===== src/rtl/apb_regfile_completer.sv =====
`default_nettype none
// ============================================================================
// Module   : apb_regfile_completer
// Brief    : APB4 completer with a bank of 32-bit byte-strobed registers,
//            programmable wait states, address-error response and debug taps.
// Revision : 1.0 - initial release
// ============================================================================
module apb_regfile_completer #(
    parameter logic [31:0] BASE_ADDR   = 32'h0000_0010,
    parameter int          NUM_REGS    = 8,
    parameter int          WAIT_CYCLES = 0
) (
    input  logic        aclk,
    input  logic        areset,
    input  logic        PSEL,
    input  logic        PENABLE,
    input  logic        PWRITE,
    input  logic [31:0] PADDR,
    input  logic [31:0] PWDATA,
    input  logic [3:0]  PSTRB,
    output logic        PREADY,
    output logic [31:0] PRDATA,
    output logic        PSLVERR,
    input  logic [3:0]  dbg_idx,
    output logic [31:0] dbg_data,
    output logic [15:0] wr_count,
    output logic [15:0] err_count
);

    localparam int          IDX_W     = (NUM_REGS > 1) ? $clog2(NUM_REGS) : 1;
    localparam logic [31:0] SPAN      = 32'(4 * NUM_REGS);
    localparam logic [3:0]  WAIT_INIT = 4'(WAIT_CYCLES);
    localparam bit          NO_WAIT   = (WAIT_CYCLES == 0);

    typedef enum logic [1:0] {
        ST_IDLE   = 2'd0,
        ST_ACCESS = 2'd1,
        ST_DONE   = 2'd2
    } state_t;

    state_t             r_state;
    state_t             w_state_next;
    logic [3:0]         r_wait;
    logic [3:0]         w_wait_next;
    logic               r_pready;
    logic               w_pready_next;
    logic               w_latch;
    logic               w_setup;
    logic               w_addr_ok;
    logic [31:0]        w_offset;
    logic               r_write;
    logic [31:0]        r_wdata;
    logic [3:0]         r_strb;
    logic               r_valid;
    logic [IDX_W-1:0]   r_idx;
    logic [31:0]        r_regs [NUM_REGS];
    logic [15:0]        r_wr_count;
    logic [15:0]        r_err_count;

    assign w_setup   = PSEL && !PENABLE;
    assign w_offset  = PADDR - BASE_ADDR;
    assign w_addr_ok = (PADDR[1:0] == 2'b00) && (PADDR >= BASE_ADDR) && (w_offset < SPAN);

    // The wait counter holds the number of access cycles still to spend in
    // ACCESS; with no wait states the first access cycle is already DONE.
    always_comb begin
        w_state_next  = r_state;
        w_wait_next   = r_wait;
        w_pready_next = 1'b0;
        w_latch       = 1'b0;
        case (r_state)
            ST_IDLE: begin
                if (w_setup) w_latch = 1'b1;
            end
            ST_ACCESS: begin
                if (!PSEL) begin
                    w_state_next = ST_IDLE;
                end else if (PENABLE) begin
                    if (r_wait > 4'd1) begin
                        w_wait_next = r_wait - 4'd1;
                    end else begin
                        w_state_next  = ST_DONE;
                        w_pready_next = 1'b1;
                    end
                end
            end
            ST_DONE: begin
                w_state_next = ST_IDLE;
                if (w_setup) w_latch = 1'b1;
            end
            default: w_state_next = ST_IDLE;
        endcase
        if (w_latch) begin
            w_wait_next = WAIT_INIT;
            if (NO_WAIT) begin
                w_state_next  = ST_DONE;
                w_pready_next = 1'b1;
            end else begin
                w_state_next = ST_ACCESS;
            end
        end
    end

    always_ff @(posedge aclk) begin
        if (areset) begin
            r_state     <= ST_IDLE;
            r_wait      <= 4'd0;
            r_pready    <= 1'b0;
            r_write     <= 1'b0;
            r_wdata     <= 32'd0;
            r_strb      <= 4'd0;
            r_valid     <= 1'b0;
            r_idx       <= '0;
            r_wr_count  <= 16'd0;
            r_err_count <= 16'd0;
            for (int i = 0; i < NUM_REGS; i++) r_regs[i] <= 32'd0;
        end else begin
            r_state  <= w_state_next;
            r_wait   <= w_wait_next;
            r_pready <= w_pready_next;
            if (w_latch) begin
                r_write <= PWRITE;
                r_wdata <= PWDATA;
                r_strb  <= PSTRB;
                r_valid <= w_addr_ok;
                r_idx   <= w_offset[IDX_W+1:2];
            end
            if (r_state == ST_DONE) begin
                if (!r_valid) begin
                    if (r_err_count != 16'hFFFF) r_err_count <= r_err_count + 16'd1;
                end else if (r_write) begin
                    if (r_wr_count != 16'hFFFF) r_wr_count <= r_wr_count + 16'd1;
                    for (int b = 0; b < 4; b++) begin
                        if (r_strb[b]) r_regs[r_idx][8*b +: 8] <= r_wdata[8*b +: 8];
                    end
                end
            end
        end
    end

    // Registers only change on the DONE edge, so reading them during the
    // PREADY cycle always returns the pre-commit contents.
    assign PREADY    = r_pready;
    assign PSLVERR   = r_pready && !r_valid;
    assign PRDATA    = (r_pready && r_valid && !r_write) ? r_regs[r_idx] : 32'd0;
    assign dbg_data  = ({28'd0, dbg_idx} < 32'(NUM_REGS)) ? r_regs[dbg_idx[IDX_W-1:0]] : 32'd0;
    assign wr_count  = r_wr_count;
    assign err_count = r_err_count;

endmodule
`default_nettype wire


===== config.mk =====
export PLATFORM = sky130hd
export DESIGN_NAME = apb_regfile_completer
export DESIGN_NICKNAME = d
export VERILOG_FILES = /design/src/rtl/apb_regfile_completer.sv
export SDC_FILE = /design/constraint.sdc
export NUM_CORES = 1
export LEC_CHECK = 0
export BUFFER_PORTS_ARGS = -buffer_cell sky130_fd_sc_hd__buf_2
export CORE_UTILIZATION = 30
export DETAILED_ROUTE_END_ITERATION = 10
export PLACE_DENSITY_LB_ADDON = 0.1
export RECOVER_POWER = 50
export SYNTH_ARGS = -nofsm -noshare
export SYNTH_HDL_FRONTEND = slang
export SYNTH_SLANG_ARGS = --single-unit

===== constraint.sdc =====
create_clock -name aclk -period 4.5 [get_ports aclk]
set_input_delay 0 -clock aclk [delete_from_list [all_inputs] [get_ports aclk]]
set_output_delay 0 -clock aclk [all_outputs]
set_load 0.1 [all_outputs]

==> results by stage <==
Pwr:
- The switching power of the nets is 1.85 mW.
- The clock network fraction of design power is 42.0%.
- The worst-case vdd ir drop is 228 uV.
- Cell internal power was estimated by the tool at 5.45 mW.
- The logic gate share of total power is 9.9%.
- For this design the static power due to leakage is 7.21 nW.
- The switching share of total power is 25.4%.
- Sequential cells account for 48.1% of the total power.
- The power density of the placed cells is 359 mW/mm^2.

Synthesis:
- Synthesis handed over a netlist of 1312 instances.
- After synthesis, the largest area contributor takes up 45.2% of total cell area.
- The synthesized netlist occupies a cell area of 0.0170 mm^2.
- The most instantiated flip-flop cell in the synthesis netlist is sky130_fd_sc_hd__edfxtp_1.
- The number of warnings printed during yosys synthesis is 0.
- When the netlist entered floorplanning its net count stood at 1392.
- The number of unique standard cell types used by synthesis is 45.
- After synthesis, the share of flip-flops with an asynchronous set or reset is 0%.
- sky130_fd_sc_hd__edfxtp_1 takes more of the synthesized area than any other cell.
- In this run, synthesis inferred 256 flip-flops with an integrated enable.
- Sorting the synthesized cells by area gives the leading types as sky130_fd_sc_hd__edfxtp_1 (45%), sky130_fd_sc_hd__mux4_2 (17%), sky130_fd_sc_hd__and2_1 (9.5%), sky130_fd_sc_hd__dfxtp_1 (9.2%), sky130_fd_sc_hd__mux2i_1 (3.9%).
- The share of the yosys chip area belonging to registers is 54.4%.
- In this run, synthesis produced a sequential element count of 334.
- After synthesis, the mean cell area works out to 13.0 um^2.

Worst setup path:
- The top fanout value on the critical path is 31.
- For this run, the slowest stage of the critical path takes 1.67 ns.
- The startpoint of the worst-slack reg-to-reg timing path is wr_count[0].
- The end of the worst register-to-register path is wr_count[13].
- The start point of the critical path is dbg_idx[1].
- The worst setup path is launched from an input pin.
- For the worst setup path, the data arrival time is 3.64 ns.
- Counting both buffers and inverters, the worst setup path holds a total of 2.
- The slowest stage of the critical path belongs to the cell sky130_fd_sc_hd__clkbuf_1.
- The end of the critical path is dbg_data[0].
- The worst setup path is captured at a primary output.
- The cell with the most instances on the worst path is sky130_fd_sc_hd__clkbuf_1.
- The worst setup path is of the input pin to primary output kind.
- In this run the number of cells on the critical path is 5.
- The setup check on the worst reg-to-reg path leaves a slack of 1.74 ns.
- Among cell families on the critical path, the largest total delay comes from buffers and inverters.
- The critical path goes through clkbuf_1, mux4_2, mux2i_1, nor2_1, clkbuf_1.
- The required time at the endpoint of the critical path is 4.50 ns.
- The length in cells of the worst reg-to-reg path is 7.

Hold path:
- The path class of the tightest hold or removal check is input pin to flip-flop.

Floorplanning:
- The number of ports placed on the die boundary is 175.
- The floorplan step set the die width to 240 um.
- The die covers 0.0577 mm^2.
- The core region is 0.0555 mm^2.
- The initial core utilization is 30.6%.
- Row generation in the floorplan step produced 86 rows.
- The floorplan die height is 240 um.

STA:
- The hold violation total from the final report is 0.
- The max-slew violation count is 73.
- The worst path uses 80.9% of the clock period.
- The worst pin sits at a relative slew slack of -60.2%.
- The worst-margin pin slew is 2.40 ns.
- On the final layout, the worst clock skew is 0.0192 ns.
- The fmax is 0.275 GHz.
- The setup violation total in the final timing report is 0.
- Setup repair after global routing left no endpoint under its margin.
- For the finished layout, the period the worst path requires is 3.64 ns.
- The aggregate negative setup slack is 0 ns.

Route:
- The wire length after detailed routing is 50300 um.
- The detailed router finished its first iteration with 685 violations.
- The count of nets left with antenna violations once routing finished came out at 0.
- For this run, design rule violations remaining after detail routing come to 0.
- The average routed wire per standard cell is 21.8 um.
- The vias per cell is 4.87.
- The detailed-routing iteration count for the pre-antenna-repair pass is 4.
- The final route contains 11231 vias.

Place:
- Input and output buffers added on the ports amount to 174.
- The half-perimeter wire length after placement is 34600 um.
- Once placement finished, the instance area stood at 0.0187 mm^2.
- The routability-driven placement congestion ratio is 0.813.

Final layout:
- The final design utilization is 36.6%.
- The synthesis-to-layout area growth is 19.6%.
- The most common cell after layout, fill and taps aside is sky130_fd_sc_hd__edfxtp_1.
- Cells with a size suffix above 1 make up 23.2% of the layout.
- In the final design database the tool counted 1609 nets.
- The library cells used most frequently in the layout, excluding fill and tap cells, are sky130_fd_sc_hd__edfxtp_1 (256), sky130_fd_sc_hd__and2_1 (142), sky130_fd_sc_hd__nor2_1 (140), sky130_fd_sc_hd__mux4_2 (128), sky130_fd_sc_hd__buf_2 (126).
- The cell area after layout is 0.0203 mm^2.

CTS:
- In this run the post-CTS setup repair buffer count came out at 0.
- The clock input transition at the sequential cells of the worst setup and hold paths is 0.06 ns.
- The clock tree synthesis step divided the H-tree into 2 levels.
- The buffer depth of the longest clock path is 3.
- The number of clock sinks is 334.
- The clock tree from TritonCTS is done.
- The cell chosen for the clock root is sky130_fd_sc_hd__clkbuf_16.
- At the later pin of the worst-skew pair, clock insertion delay measures 0.56 ns.
- TritonCTS created 40 clock buffers.

Global route:
- The aggregate global routing overflow is 0.
- The combined global-route utilization of all metal layers is 17.7%.
- The pin count of the biggest net entering global routing is 70.
- The wire length of the first global-routing pass is 75400 um.
- The number of global-route vias before repair is 11699.
- The initial antenna violation count is 1.

Job:
- The number of max-capacitance violations reported is 2.

Outcome:
- The final reports fail on max-capacitance violations, max-slew violations.
- The run finished, with violations left.
-- cell families after synthesis --
kind of cell,count (synthesis),share of synthesized area (%)
buffers and inverters,74,1.73
AOI/OAI and AO/OA,61,1.97
xor gates and xnor gates,33,1.70
and+or+nand+nor,612,19.1
adders and majority gates,3,0.221
DFF,334,54.4
muxes,195,20.9
-- tightest hold or removal path, stage by stage --
cell and delay [ns]:
sky130_fd_sc_hd__dlygate4sd3_1 0.53, sky130_fd_sc_hd__buf_2 0.12, sky130_fd_sc_hd__nand2_1 0.05, sky130_fd_sc_hd__a21oi_1 0.05
-- layout make-up --
cell class / count / area (um^2)
antenna: 1 / 2.50
clock buffer: 54 / 1100
clock inverter: 18 / 104
fill: 5503 / 35200
inverter: 7 / 26.3
multi-input combinational: 904 / 7480
sequential: 334 / 9260
tap: 748 / 936
timing repair buffer: 242 / 1440
-- per-layer routing --
layer  track usage, %  wire length [um]  up-vias
met4             4.44              1010        0
met1             23.6             22600     5697
met5                0                 0        -
li1                 -                 -     5264
met3             3.20              1960       51
met2             29.7             24800      219
-- metrics by stage --
| step | setup slack [ns] | cells | power, mW | hold slack (ns) |
|---|---|---|---|---|
| CTS | 1.25 | 2307 | 7.42 | 0.202 |
| global route | 0.722 | 2308 | 7.57 | 0.228 |
| detailed placement | 1.85 | 2183 | 4.29 | 0.247 |
| finish | 0.858 | 2308 | 7.31 | 0.237 |
| global placement | 1.84 | 2183 | 4.28 | 0.242 |
| floorplan | 1.74 | 1312 | 4.03 | 0.0761 |
-- synth_stat cells (8+ instances only) --
| cell type | instances |
|---|---|
| sky130_fd_sc_hd__buf_2 | 13 |
| sky130_fd_sc_hd__dfxtp_1 | 78 |
| sky130_fd_sc_hd__nor2_1 | 140 |
| sky130_fd_sc_hd__mux4_2 | 128 |
| sky130_fd_sc_hd__nand3_1 | 14 |
| sky130_fd_sc_hd__or3_1 | 8 |
| sky130_fd_sc_hd__edfxtp_1 | 256 |
| sky130_fd_sc_hd__nor3_1 | 12 |
| sky130_fd_sc_hd__nor4_1 | 13 |
| sky130_fd_sc_hd__a21oi_1 | 45 |
| sky130_fd_sc_hd__nand2_1 | 102 |
| sky130_fd_sc_hd__xor2_1 | 20 |
| sky130_fd_sc_hd__mux2i_1 | 67 |
| sky130_fd_sc_hd__clkbuf_1 | 47 |
| sky130_fd_sc_hd__xnor2_1 | 13 |
| sky130_fd_sc_hd__and2_1 | 258 |
| sky130_fd_sc_hd__or2_2 | 32 |
| sky130_fd_sc_hd__nand4_1 | 10 |
-- worst min-delay path by stage --
stage / slack (ns) / end / from / cells after the start
after floorplan: 0.08 / PREADY / PENABLE / 1
after global placement: 0.24 / r_wdata[30] / PWDATA[30] / 3
after detailed placement: 0.25 / r_strb[3] / PSTRB[3] / 3
after CTS: 0.20 / r_wdata[11] / PWDATA[11] / 4
after global routing: 0.23 / r_wdata[11] / PWDATA[11] / 4
final: 0.24 / r_wdata[11] / PWDATA[11] / 4
-- what timing repair did --
item                      in CTS  in global routing
hold buffers                  52                  0
resized for setup              0                  0
hold endpoints to repair      78                  0
-- state kept, by name, indices dropped and copies added (netlist names), 3 cells and up, named ones only --
name	count
wr_count	16
r_idx	3
r_wdata	32
r_strb	4
r_regs	256
err_count	16
-- power by group through the flow --
stage / Sequential (mW) / Clock [mW] / Combinational, mW
finish: 3.52 / 3.07 / 0.723
global placement: 3.58 / 0 / 0.703
floorplan: 3.51 / 0 / 0.520
detailed placement: 3.58 / 0 / 0.704
global route: 3.53 / 3.27 / 0.770
CTS: 3.52 / 3.16 / 0.739
No activity file was read; power rests on OpenSTA's default activity.
